## config.mk

```make
export PLATFORM = sky130hd
export DESIGN_NAME = thumb_imm_enc_flat
export DESIGN_NICKNAME = d
export VERILOG_FILES = /design/src/rtl/thumb_imm_enc_if.sv /design/src/rtl/thumb_imm_enc.sv /design/src/flat_wrapper.sv
export SDC_FILE = /design/constraint.sdc
export NUM_CORES = 1
export LEC_CHECK = 0
export CORE_MARGIN = 2
export CORE_UTILIZATION = 27
export DETAILED_ROUTE_END_ITERATION = 7
export GPL_ROUTABILITY_DRIVEN = 0
export GPL_TIMING_DRIVEN = 0
export PLACE_DENSITY_LB_ADDON = 0.05
export SYNTH_ARGS = -nofsm -noshare
export SYNTH_HDL_FRONTEND = slang
export SYNTH_SLANG_ARGS = --single-unit
```

## constraint.sdc

```tcl
create_clock -name clk_i -period 1.7 [get_ports clk_i]
set_clock_uncertainty 0.2 [all_clocks]
set_input_delay 0.255 -clock clk_i [delete_from_list [all_inputs] [get_ports clk_i]]
set_output_delay 0.255 -clock clk_i [all_outputs]
set_load 0.05 [all_outputs]
```

## src/rtl/thumb_imm_enc_if.sv

```systemverilog
// Request/halfword bus of the Thumb immediate encoder. Signal suffixes give the
// direction as seen by the encoder (slave modport); the master modport is the requester/consumer.
interface thumb_imm_enc_if #(
  parameter int OP_W = 3
);
  logic            req_valid_i;
  logic            req_ready_o;
  logic [OP_W-1:0] req_op_i;
  logic [2:0]      req_rd_i;
  logic [2:0]      req_rn_i;
  logic [31:0]     req_imm_i;
  logic [31:0]     req_pc_i;
  logic            hw_valid_o;
  logic            hw_ready_i;
  logic [15:0]     hw_o;
  logic            hw_first_o;
  logic            err_o;

  modport master (
    output req_valid_i, req_op_i, req_rd_i, req_rn_i, req_imm_i, req_pc_i, hw_ready_i,
    input  req_ready_o, hw_valid_o, hw_o, hw_first_o, err_o
  );

  modport slave (
    input  req_valid_i, req_op_i, req_rd_i, req_rn_i, req_imm_i, req_pc_i, hw_ready_i,
    output req_ready_o, hw_valid_o, hw_o, hw_first_o, err_o
  );
endinterface

```

## src/rtl/thumb_imm_enc.sv

```systemverilog
// Thumb immediate validator/encoder emitting a halfword stream (MOVS/ADDS/LSLS/LDR, BL as two halfwords).
// BL support (EMIT2 state, PC adder) is compiled in only when IMM_ENC_BL_EN is defined.
module thumb_imm_enc #(
  parameter int PC_OFFSET = 4,
  parameter int OP_W      = 3
) (
  input  logic           clk_i,
  input  logic           rst_n_i,
  thumb_imm_enc_if.slave bus
);

  localparam logic [OP_W-1:0] OP_MOVS = OP_W'(0);
  localparam logic [OP_W-1:0] OP_ADDS = OP_W'(1);
  localparam logic [OP_W-1:0] OP_LSLS = OP_W'(2);
  localparam logic [OP_W-1:0] OP_LDR  = OP_W'(3);
`ifdef IMM_ENC_BL_EN
  localparam logic [OP_W-1:0] OP_BL   = OP_W'(4);
`endif

`ifdef IMM_ENC_BL_EN
  typedef enum logic [1:0] {S_IDLE, S_EMIT1, S_EMIT2} state_t;
`else
  typedef enum logic [1:0] {S_IDLE, S_EMIT1} state_t;
`endif

  state_t      r_state;
  state_t      w_state_nxt;
  logic [15:0] r_hw;
  logic [15:0] w_hw_nxt;
  logic        r_err;
  logic        w_err_nxt;

  logic        w_ok;
  logic [15:0] w_hw1;
  logic [2:0]  w_rd;
  logic [2:0]  w_rn;
  logic [31:0] w_imm;

  assign w_rd  = bus.req_rd_i;
  assign w_rn  = bus.req_rn_i;
  assign w_imm = bus.req_imm_i;

`ifdef IMM_ENC_BL_EN
  logic               r_first;
  logic               w_first_nxt;
  logic [15:0]        r_hw2;
  logic [15:0]        w_hw2_nxt;
  logic               w_bl;
  logic [15:0]        w_hw2;
  logic signed [31:0] w_off;
  logic               w_s;
  logic               w_j1;
  logic               w_j2;
  logic               w_off_ok;

  // Offset is relative to the pipelined PC; 32-bit wrap-around is intended.
  assign w_off    = $signed(bus.req_imm_i - (bus.req_pc_i + 32'(PC_OFFSET)));
  assign w_s      = w_off[24];
  assign w_j1     = ~w_off[23] ^ w_s;
  assign w_j2     = ~w_off[22] ^ w_s;
  // Even, and representable as a 25-bit signed value.
  assign w_off_ok = ~w_off[0] && (w_off[31:25] == {7{w_off[24]}});
`else
  logic w_unused_pc;
  assign w_unused_pc = ^bus.req_pc_i;
`endif

  // Validation and encoding of the presented request
  always_comb begin
    w_ok  = 1'b0;
    w_hw1 = '0;
`ifdef IMM_ENC_BL_EN
    w_bl  = 1'b0;
    w_hw2 = '0;
`endif
    case (bus.req_op_i)
      OP_MOVS: begin
        w_ok  = (w_imm[31:8] == '0);
        w_hw1 = {5'b00100, w_rd, w_imm[7:0]};
      end
      OP_ADDS: begin
        w_ok  = (w_imm[31:3] == '0);
        w_hw1 = {7'b0001110, w_imm[2:0], w_rn, w_rd};
      end
      OP_LSLS: begin
        w_ok  = (w_imm[31:5] == '0);
        w_hw1 = {5'b00000, w_imm[4:0], w_rn, w_rd};
      end
      OP_LDR: begin
        w_ok  = (w_imm[31:7] == '0) && (w_imm[1:0] == 2'b00);
        w_hw1 = {5'b01101, w_imm[6:2], w_rn, w_rd};
      end
`ifdef IMM_ENC_BL_EN
      OP_BL: begin
        w_ok  = w_off_ok;
        w_bl  = 1'b1;
        w_hw1 = {5'b11110, w_s, w_off[21:12]};
        w_hw2 = {2'b11, w_j1, 1'b1, w_j2, w_off[11:1]};
      end
`endif
      default: w_ok = 1'b0;
    endcase
  end

  // Next-state and next-output logic
  always_comb begin
    w_state_nxt = r_state;
    w_hw_nxt    = r_hw;
    w_err_nxt   = 1'b0;
`ifdef IMM_ENC_BL_EN
    w_first_nxt = r_first;
    w_hw2_nxt   = r_hw2;
`endif
    case (r_state)
      S_IDLE: begin
        if (bus.req_valid_i) begin
          if (w_ok) begin
            w_state_nxt = S_EMIT1;
            w_hw_nxt    = w_hw1;
`ifdef IMM_ENC_BL_EN
            w_first_nxt = w_bl;
            w_hw2_nxt   = w_hw2;
`endif
          end else begin
            w_err_nxt = 1'b1;
          end
        end
      end
      S_EMIT1: begin
        if (bus.hw_ready_i) begin
          w_state_nxt = S_IDLE;
`ifdef IMM_ENC_BL_EN
          if (r_first) begin
            w_state_nxt = S_EMIT2;
            w_hw_nxt    = r_hw2;
            w_first_nxt = 1'b0;
          end
`endif
        end
      end
`ifdef IMM_ENC_BL_EN
      S_EMIT2: begin
        if (bus.hw_ready_i) begin
          w_state_nxt = S_IDLE;
        end
      end
`endif
      default: w_state_nxt = S_IDLE;
    endcase
  end

  always_ff @(posedge clk_i or negedge rst_n_i) begin
    if (!rst_n_i) begin
      r_state <= S_IDLE;
      r_hw    <= '0;
      r_err   <= 1'b0;
    end else begin
      r_state <= w_state_nxt;
      r_hw    <= w_hw_nxt;
      r_err   <= w_err_nxt;
    end
  end

`ifdef IMM_ENC_BL_EN
  // Second BL halfword is captured at acceptance so later req_* changes cannot leak in.
  always_ff @(posedge clk_i or negedge rst_n_i) begin
    if (!rst_n_i) begin
      r_first <= 1'b0;
      r_hw2   <= '0;
    end else begin
      r_first <= w_first_nxt;
      r_hw2   <= w_hw2_nxt;
    end
  end

  assign bus.hw_first_o = r_first;
`else
  assign bus.hw_first_o = 1'b0;
`endif

  assign bus.req_ready_o = (r_state == S_IDLE);
  assign bus.hw_valid_o  = (r_state != S_IDLE);
  assign bus.hw_o        = r_hw;
  assign bus.err_o       = r_err;

endmodule

```

## src/flat_wrapper.sv

```systemverilog
// flat-port wrapper written by rule: the top's interface ports become plain ports
module thumb_imm_enc_flat 
#(
  parameter int PC_OFFSET = 4,
  parameter int OP_W      = 3
)
  (clk_i, rst_n_i, bus_req_valid_i, bus_req_op_i, bus_req_rd_i, bus_req_rn_i, bus_req_imm_i, bus_req_pc_i, bus_hw_ready_i, bus_req_ready_o, bus_hw_valid_o, bus_hw_o, bus_hw_first_o, bus_err_o);
  thumb_imm_enc_if #(.OP_W(OP_W)) bus_i ();
  input  logic clk_i;
  input  logic rst_n_i;
  input wire logic [$bits(bus_i.req_valid_i)-1:0] bus_req_valid_i;
  input wire logic [$bits(bus_i.req_op_i)-1:0] bus_req_op_i;
  input wire logic [$bits(bus_i.req_rd_i)-1:0] bus_req_rd_i;
  input wire logic [$bits(bus_i.req_rn_i)-1:0] bus_req_rn_i;
  input wire logic [$bits(bus_i.req_imm_i)-1:0] bus_req_imm_i;
  input wire logic [$bits(bus_i.req_pc_i)-1:0] bus_req_pc_i;
  input wire logic [$bits(bus_i.hw_ready_i)-1:0] bus_hw_ready_i;
  output wire logic [$bits(bus_i.req_ready_o)-1:0] bus_req_ready_o;
  output wire logic [$bits(bus_i.hw_valid_o)-1:0] bus_hw_valid_o;
  output wire logic [$bits(bus_i.hw_o)-1:0] bus_hw_o;
  output wire logic [$bits(bus_i.hw_first_o)-1:0] bus_hw_first_o;
  output wire logic [$bits(bus_i.err_o)-1:0] bus_err_o;
  assign bus_i.req_valid_i = bus_req_valid_i;
  assign bus_i.req_op_i = bus_req_op_i;
  assign bus_i.req_rd_i = bus_req_rd_i;
  assign bus_i.req_rn_i = bus_req_rn_i;
  assign bus_i.req_imm_i = bus_req_imm_i;
  assign bus_i.req_pc_i = bus_req_pc_i;
  assign bus_i.hw_ready_i = bus_hw_ready_i;
  assign bus_req_ready_o = bus_i.req_ready_o;
  assign bus_hw_valid_o = bus_i.hw_valid_o;
  assign bus_hw_o = bus_i.hw_o;
  assign bus_hw_first_o = bus_i.hw_first_o;
  assign bus_err_o = bus_i.err_o;
  thumb_imm_enc #(.PC_OFFSET(PC_OFFSET), .OP_W(OP_W)) u_core (.clk_i(clk_i), .rst_n_i(rst_n_i), .bus(bus_i));
endmodule
```

==> summary.md, run 1 <==
| Metric | Value |
|---|---|
| Status | complete, but fails checks |
| Failing checks | negative setup slack |
| Vias/cell | approximately 4.9 |
| CTS Buffer Depth | 2 |
| Gate count of the mapped netlist | roughly 110 |
| Final wirelength | 3470 um |
| DP Worst Slack | -1270 ps |
| Worst-path cell chain | clkinvlp_4 > nand2_4 > a2111oi_4 > buf_4 > buf_8 > mux2_4 |
| Total gr overflow | 0 |
| Chip Width | 65.95 um |
| Total power | 931.7 uW |
| Compound-gate portion of the synthesized area | 18.00% |
| WS Path Type | register to register |
| Iter 0 DRT Violations | 30 |
| Critical R2R Capture | u_core.bus.hw_o[3]$_DFFE_PN0P_ |
| IO Pins | 97 |
| DP HPWL | about 2400 um |
| FF-to-FF setup slack | -140 ps |
| Most frequent cells in the layout | 24 x dlygate4sd2_1, 16 x dfrtp_1, 14 x mux2_4 |
| CTS H-tree lvls | 1 |
| Skew-Pair Late Insertion Delay | 250 ps |
| Starting Density | 28.09% |
| Final hold viol count | 0 |
| Clk sinks | 17 |
| Largest family of logic cells by synthesized area | multiplexers |
| Total GRT Usage | 17.07% |
| Cell Area, Synth | 1036 sq um |
| Hold Startpoint | bus_req_valid_i |
| Max Cap Viol | 0 |
| CTS tree | yes |
| IO buf count | 62 |
| Xor/xnor cell area share of the yosys netlist | 0% |
| Synth Area per Inst | 9.867 sq um |
| LEAKAGE | 0.0009127 uW |
| Post-synthesis register bit count | 17 |
| Crit. End Element | register |
| Die outline area | 4349 sq um |
| Synth warn | 0 |
| Post-layout minimum cycle time | 1836 ps |
| Routed length per placed instance | between 15 and 20 um |
| CP Launch Type | register |
| Maximum vdd drop | 0.2810 mV |
| Slowest library cell on the worst path | dfrtp_2 |
| Initial antenna violation count | 0 |
| Number of CTS-inserted buffers | 3 |
| Arrival time worst endpoint | 1770 ps |
| Simple-Gate Fraction of Synth Area | 14.86% |
| Clock-pin slew on the worst setup and hold paths | 70 ps |
| Hold crit path type | input pin to register |
| Core Region | approximately 3700 sq um |
| Pin count of the biggest net entering global routing | 18 |
| Cell count of the worst hold path | 4 |
| Reg2Reg Depth | 6 |
| Final Cycle Share | 108.0% |
| Global-route wire length before repair | 5630 um |
| CP required | around 1600 ps |
| Worst-Margin Slew | 862.9 ps |
| Vias in the first global route | about 1200 |
| Multiplexer share of the synthesized area | between 20% and 30% |
| RSZ-0062 raised after global routing | yes |
| Layout cell share with drive strength beyond 1 | 39.23% |
| Reg2reg start | u_core.r_state[0]$_DFFE_PN0P_ |
| Final net count | ~260 |
| Router iterations before antenna repair | 4 |
| Setup violations, final | 15 |
| Crit-path max FO | 5 |
| Die height | 65.95 um |
| Count of final max-slew check failures | 0 |
| Pwr Density | 484.5 nW/um^2 |
| CTS root buf | clkbuf_8 |
| # rows | 22 |
| Routed Antenna Nets | 0 |
| Slew margin rel. | 42.29% |
| Commonest non-fill, non-tap cell in the layout | dlygate4sd2_1 |
| Via count | 1116 |
| Cell variety after synth | 27 |
| Area growth from synthesis to layout | 85.63% |
| Post-synthesis adder-cell area fraction | 0% |
| Post-route setup slack | -135.6 ps |
| CP max stage delay | 420 ps |
| Register area share after synthesis | 41.06% |
| Worst-case hold path end point | u_core.bus.err_o$_DFF_PN0_ |
| Number of remaining DRC errors | 0 |
| # diodes | 0 |
| Peak Freq | 544.8 MHz |
## cell families after synthesis
family / after synthesis
AOI/OAI and AO/OA: 27
buffers and inverters: 11
DFF: 17
muxes: 19
other: 1
and+or+nand+nor: 30
## report_power, final
group | total (uW) | switching, uW | internal [uW]
logic | 223 | 113 | 110
registers | 406 | 0.207 | 406
clock network | 303 | 137 | 166
## how the worst max path moves through the flow
stage	startpoint	slack (ps)	cells after the start	to
2_1_floorplan	u_core.r_state[0]$_DFFE_PN0P_	-490	5	u_core.bus.hw_o[0]$_DFFE_PN0P_
3_3_place_gp	bus_req_op_i[2]	-1260	6	u_core.bus.hw_o[13]$_DFFE_PN0P_
3_5_place_dp	bus_req_op_i[2]	-1270	6	u_core.bus.hw_o[4]$_DFFE_PN0P_
4_1_cts	bus_req_op_i[2]	-170	7	u_core.bus.hw_o[9]$_DFFE_PN0P_
5_1_grt	u_core.r_state[0]$_DFFE_PN0P_	-190	6	u_core.bus.hw_o[10]$_DFFE_PN0P_
6_report	u_core.r_state[0]$_DFFE_PN0P_	-140	6	u_core.bus.hw_o[3]$_DFFE_PN0P_
## state kept, by name, summed over array words and instances (netlist names)
register,cells
u_core.bus.err_o,1
u_core.bus.hw_o,15
u_core.r_state,1
## metrics by stage
step / cell area, sq um / TNS [ps] / hold slack (ps) / instances / utilization [%]
final: 1923 / -1720 / 201.7 / 229 / 52.14
after global routing: 1923 / -2515 / 204.9 / 229 / 52.14
after CTS: 1938 / -2316 / 271.1 / 227 / 52.54
after detailed placement: 1728 / -19310 / 298.9 / 216 / 46.85
after global placement: 1728 / -19220 / 295.4 / 216 / 46.85
after floorplan: 1047 / -6735 / -240.6 / 106 / -
## final cells by class
cell class | count | area, sq um
Fill cell | 376 | 1765
Multi-Input combinational cell | 78 | 724.4
Timing Repair Buffer | 71 | 601.8
Sequential cell | 17 | 426.7
Tap cell | 48 | 60.06
Buffer | 8 | 50.05
Clock buffer | 4 | 45.04
Inverter | 3 | 15.01
## critical path, delay by kind of cell (launching register included)
family          cells  cell delay [ps]
mux                 1              300
flops               1              420
compound gates      1              330
simple gates        1               50
buf+inv             3              420
## synth_stat cells, drive strengths merged
cell     count  area (sq um)
nor2         5         18.77
mux2i        3         30.03
nor3         3         15.01
o21ai        6         30.03
conb         1         3.750
dfrtp       17         425.4
nor2b        2         12.51
a21oi        8         40.04
buf          4         30.02
o22ai        1         6.260
a2111oi      1         27.53
a22oi        1         7.510
nor3b        2         15.01
nor4b        1         8.760
mux2        16         180.2
clkbuf       4         15.01
a211oi       7         52.55
inv          3         11.26
and2         1         6.260
nand3        2         10.01
nor4         5         31.28
o21a         1         7.510
nand2        8         30.03
nand4        1         6.260
o21bai       2         15.01
## timing repair
item / in CTS / in global routing
pin swaps: 14 / 10
buffers inserted: 6 / 4
gates cloned: 1 / 0
hold buffers: 0 / 0
endpoints found under the setup margin: 35 / 16
gates resized for setup: 135 / 28
## layer usage
metal	vias to the layer above	track usage [%]	part of all wire [%]
met5	-	0	0
met4	0	5.357	0.63
met3	2	3.578	7.8
met2	44	29.67	48
met1	533	21.06	44
li1	537	-	-
(Power assumes the default switching activity.)
==> inputs of run 2 (changes only) <==
CORE_ASPECT_RATIO = 0.8   (was default)
==> run 2 against run 1 <==
Net effect:
- the flow still finishes with violations (negative setup slack)
- worst setup slack worse by 44 ps
- register-to-register slack worse by 20 ps
- first-iteration DRC count is 110% higher
- critical endpoint is now u_core.bus.hw_o[13]$_DFFE_PN0P_
- largest cell class unchanged
==> summary.md, run 2 (synthesis results as in run 1) <==
| Metric | Value |
|---|---|
| Number of remaining DRC errors | 0 |
| Clk pwr share | 32.5% |
| Final net count | 261 |
| Pin count of the biggest net entering global routing | 18 |
| Most frequent cells in the layout | 28 x dlygate4sd2_1, 16 x dfrtp_1, 15 x mux2_4 |
| Final Cycle Share | 110.5% |
| Clk sinks | 17 |
| Setup violations, final | 16 |
| Worst-Margin Slew | between 800 and 900 ps |
| IO Pins | between 90 and 100 |
| Final wirelength | 3597 um |
| Pwr Density | 480.0 nW/um^2 |
| Starting Density | 27.79% |
| P_int | a little under 700 uW |
| Slew margin rel. | between 40 and 50% |
| Vias/cell | just over 5 |
| Via count | about 1100 |
| CTS Buffer Depth | 2 |
| IO buf count | 62 |
| Routed length per placed instance | 15.85 um |
| Iter 0 DRT Violations | 62 |
| Status | complete, but fails checks |
| Final hold viol count | 0 |
| RSZ-0062 raised after global routing | yes |
| Cell Area, Placed | between 1500 and 2000 sq um |
| # diodes | 0 |
| CTS root buf | clkbuf_8 |
| CP Launch Type | input pin |
| Die outline area | 4352 sq um |
| Switching portion of total power | 26.91% |
| Net load switching power | 252.9 uW |
| Skew-Pair Late Insertion Delay | 250 ps |
| Comb pwr share | 24.3% |
| Vias in the first global route | between 1000 and 1500 |
| CTS H-tree lvls | 1 |
| DP HPWL | 2543 um |
| Crit. End Element | register |
| # rows | 20 |
| Commonest non-fill, non-tap cell in the layout | dlygate4sd2_1 |
| Crit-path max FO | 5 |
| Sequential power share | 43.2% |
| Max Cap Viol | 0 |
| Total gr overflow | 0 |
| Peak Freq | 532.1 MHz |
| Filler cells | 370 |
| Final instance area | 1958 sq um |
| Max FFs per register | 15 |
| CP required | about 1600 ps |
| Chip Width | 73.26 um |
| Arrival time worst endpoint | 1810 ps |
| WS Path Type | input pin to register |
| Global-route wire length before repair | 5782 um |
| Core Region | 3729 sq um |
| Failing checks | negative setup slack |
| Hold crit path type | input pin to register |
| CTS tree | yes |
| Clock-pin slew on the worst setup and hold paths | 70 ps |
| Area growth from synthesis to layout | 89.01% |
| Routed Antenna Nets | 0 |
| Setup TNS | -2503 ps |
| Router iterations before antenna repair | 4 |
| Maximum vdd drop | 0.5807 mV |
| Post-route setup slack | -179.2 ps |
| Total GRT Usage | 17.46% |
| Initial antenna violation count | 0 |
| Number of CTS-inserted buffers | 3 |
| Post-layout minimum cycle time | 1879 ps |
| Die height | roughly 60 um |
| Count of final max-slew check failures | 0 |
| Layout cell share with drive strength beyond 1 | between 30 and 40% |
| LEAKAGE | 0.0009168 uW |
| CTS Hold Bufs | 0 |
[run 2: through the flow]
step | total power, uW | setup WS (ps) | std cells | utilization (%) | hold WS, ps
detailed placement | 631.4 | -1203 | 212 | 46.21 | 298.8
global placement | 629.5 | -1178 | 212 | 46.21 | 293.3
global route | 990.0 | -238.8 | 227 | 52.52 | 246.2
CTS | 943.6 | -172.6 | 224 | 51.48 | 238.0
floorplan | 492.6 | -492.2 | 106 | - | -240.6
finish | 940.0 | -179.2 | 227 | 52.52 | 223.0
[run 2: critical path: stages]
cell	delay, ps
clkdlybuf4s15_2	230
nor3_2	200
a22oi_2	110
a2111oi_4	490
buf_6	210
mux2_4	300
[run 2: what timing repair did]
item / in CTS / in global routing
buffers inserted: 7 / 3
pin swaps: 15 / 9
endpoints found under the setup margin: 35 / 17
gates cloned: 1 / 0
gates resized for setup: 136 / 16
[run 2: worst paths after layout]
kind                                                    to  slack, ps                       startpoint  depth (start not counted)
hold / removal                  u_core.bus.err_o$_DFF_PN0_        220                bus_req_imm_i[20]                          5
max in group asynchronous    u_core.r_state[0]$_DFFE_PN0P_        480                          rst_n_i                          1
setup reg to reg           u_core.bus.hw_o[13]$_DFFE_PN0P_       -160    u_core.r_state[0]$_DFFE_PN0P_                          5
min in group asynchronous       u_core.bus.err_o$_DFF_PN0_        270                          rst_n_i                          1
hold reg to reg            u_core.bus.hw_o[13]$_DFFE_PN0P_        310  u_core.bus.hw_o[13]$_DFFE_PN0P_                          1
setup / recovery           u_core.bus.hw_o[13]$_DFFE_PN0P_       -180                 bus_req_imm_i[4]                          6
[run 2: metal layers]
metal	up-vias	part of all wire (%)	global-route usage, %
li1	538	-	-
met1	550	45	24.00
met2	51	46	28.57
met3	2	8.9	4.252
met4	0	0.47	2.381
met5	-	0	0
[run 2: area by class of cell]
class                      instances  area, sq um  share of cell area (%)
buffer                             8        46.29                   2.364
clock buffer                       4        45.04                   2.300
inverter                           3        15.01                  0.7668
multi-input combinational         78        715.7                   36.55
sequential                        17        426.7                   21.79
tap                               44        55.05                   2.811
timing repair buffer              73        654.4                   33.42
[run 2: power by group through the flow]
stage / combinational, uW / sequential, uW / clock, uW
floorplan: 74.4 / 418 / 0
global placement: 216 / 414 / 0
detailed placement: 218 / 413 / 0
CTS: 222 / 406 / 316
global route: 248 / 405 / 337
finish: 229 / 406 / 306
==> inputs of run 3 (changes only) <==
CORE_ASPECT_RATIO = 1.1   (was 0.8)
TNS_END_PERCENT = 1   (was default)
==> run 3 against run 2 <==
Net effect:
- the flow still finishes with violations (negative setup slack)
- final cell count unchanged
- first-iteration DRC count decreased by 58%
- clock power about the same
- register-to-register slack improved by 30 ps
- worst hold slack got worse by 32 ps
- final area decreased by 5.0%
- fmax increased by 2.1%
- sequential share of layout area increased by 1.1 points
- critical path depth unchanged
- power decreased by 2.1%
- global-route usage decreased by 0.19 points
- critical path type unchanged
- largest cell class unchanged
- largest power group unchanged
==> summary.md, run 3 (synthesis results as in run 1) <==
| Metric | Value |
|---|---|
| Max Cap Viol | 0 |
| Skew-Pair Late Insertion Delay | 260 ps |
| Final instance area | 1861 sq um |
| Pin count of the biggest net entering global routing | 18 |
| Hold Startpoint | bus_req_imm_i[19] |
| Global-route wire length before repair | about 6000 um |
| Area growth from synthesis to layout | 79.59% |
| CTS Hold Bufs | 0 |
| Net load switching power | 251.0 uW |
| Post-layout minimum cycle time | roughly 1800 ps |
| Vias in the first global route | ~1200 |
| FF-to-FF setup slack | -130 ps |
| Total GRT Usage | roughly 17% |
| CP Launch Type | input pin |
| CTS H-tree lvls | 1 |
| Die outline area | 4349 sq um |
| Vias/cell | 4.987 |
| Comb pwr share | 22.5% |
| Iter 0 DRT Violations | 26 |
| Crit. End Element | register |
| Cell count of the worst hold path | 5 |
| Total power | 920.3 uW |
| Critical R2R Capture | u_core.bus.hw_o[4]$_DFFE_PN0P_ |
| Commonest non-fill, non-tap cell in the layout | dlygate4sd2_1 |
| Arrival time worst endpoint | between 1500 and 2000 ps |
| Layout cell share with drive strength beyond 1 | 35.59% |
| Cell Area, Placed | about 1700 sq um |
| Router iterations before antenna repair | 4 |
| Count of final max-slew check failures | 0 |
| # diodes | 0 |
| CTS tree | yes |
| Die height | 68.97 um |
| DP Worst Slack | -1204 ps |
| IO buf count | between 60 and 70 |
| Reg2Reg Depth | 5 |
| Routed length per placed instance | 15.11 um |
| Status | complete, but fails checks |
| Most frequent cells in the layout | 28 x dlygate4sd2_1, 16 x dfrtp_1, 15 x mux2_4 |
| Setup TNS | -1975 ps |
| Initial antenna violation count | 0 |
| Failing checks | negative setup slack |
| DP HPWL | 2488 um |
| Number of CTS-inserted buffers | 3 |
| Hold WS | 191.5 ps |
| Maximum vdd drop | 0.2684 mV |
| Clk pwr share | 33.4% |
| Peak Freq | 543.1 MHz |
| Crit-path max FO | 5 |
| CTS Buffer Depth | 2 |
| Slew margin rel. | between 40 and 50% |
| WS Path Type | input pin to register |
| Chip Width | 63.06 um |
| Hold crit path type | input pin to register |
| Critical path destination | u_core.bus.hw_o[4]$_DFFE_PN0P_ |
| Clock-pin slew on the worst setup and hold paths | approximately 70 ps |
| Clk sinks | 17 |
| Setup violations, final | 15 |
| Via count | between 1000 and 1500 |
| # rows | 23 |
| Critical Path Start | bus_req_imm_i[4] |
| Total gr overflow | 0 |
| Core Region | 3655 sq um |
| Switching portion of total power | a little over a quarter |
| CP required | 1640 ps |
| Final wirelength | approximately 3400 um |
| IO Pins | 97 |
| Reg2reg start | u_core.r_state[0]$_DFFE_PN0P_ |
| CTS root buf | clkbuf_8 |
| Final hold viol count | 0 |
| Final Cycle Share | 108.3% |
| Worst-Margin Slew | 800.3 ps |
| Post-route setup slack | -141.2 ps |
| RSZ-0062 raised after global routing | yes |
| Final net count | approximately 260 |
| Routed Antenna Nets | 0 |
| P_int | 669.2 uW |
| Sequential power share | 44.1% |
| Pwr Density | 494.6 nW/um^2 |
| Number of remaining DRC errors | 0 |
| Max FFs per register | 15 |
| Starting Density | 28.35% |
| LEAKAGE | approximately 0.00088 uW |
run 3: per-layer routing:
layer	GRT usage (%)	wire length (um)	vias up
met5	0	0	-
met3	5.519	360	8
li1	-	-	524
met2	28.99	1541	62
met1	20.90	1470	538
met4	6.667	56	0
run 3: timing repair:
item / CTS / global route
setup endpoints to repair: 35 / 16
buffers inserted: 4 / 2
gates cloned: 1 / 0
resized for setup: 120 / 22
pin swaps: 14 / 8
run 3: cell type report:
cell class / count / area, sq um
buffer: 7 / 36.28
clock buffer: 3 / 41.29
clock inverter: 1 / 5.005
fill: 376 / 1794
inverter: 3 / 15.01
multi-input combinational: 78 / 704.4
sequential: 17 / 426.7
tap: 50 / 62.56
timing repair buffer: 68 / 569.3
run 3: critical path, cell delays in order:
cell	delay (ps)
dlygate4sd2_1	290
nor3_2	190
a22oi_2	110
a2111oi_4	420
buf_6	200
mux2_4	310
run 3: per-stage QoR:
stage	instances	util (%)
3_3_place_gp	218	47.35
5_1_grt	227	50.91
4_1_cts	227	51.04
2_1_floorplan	106	-
3_5_place_dp	218	47.35
6_report	227	50.91
run 3: power groups by stage:
stage               combinational (uW)  sequential [uW]  clock [uW]
finish                             207              406         307
global route                       227              406         342
detailed placement                 218              414           0
floorplan                         74.4              418           0
CTS                                210              406         317
global placement                   216              413           0
run 3: how the worst min path moves through the flow:
stage / endpoint / slack (ps)
finish: u_core.bus.err_o$_DFF_PN0_ / 190
CTS: u_core.bus.hw_o[12]$_DFFE_PN0P_ / 230
global placement: u_core.bus.hw_o[7]$_DFFE_PN0P_ / 290
detailed placement: u_core.bus.hw_o[11]$_DFFE_PN0P_ / 300
global route: u_core.bus.err_o$_DFF_PN0_ / 210
floorplan: u_core.bus.err_o$_DFF_PN0_ / -240
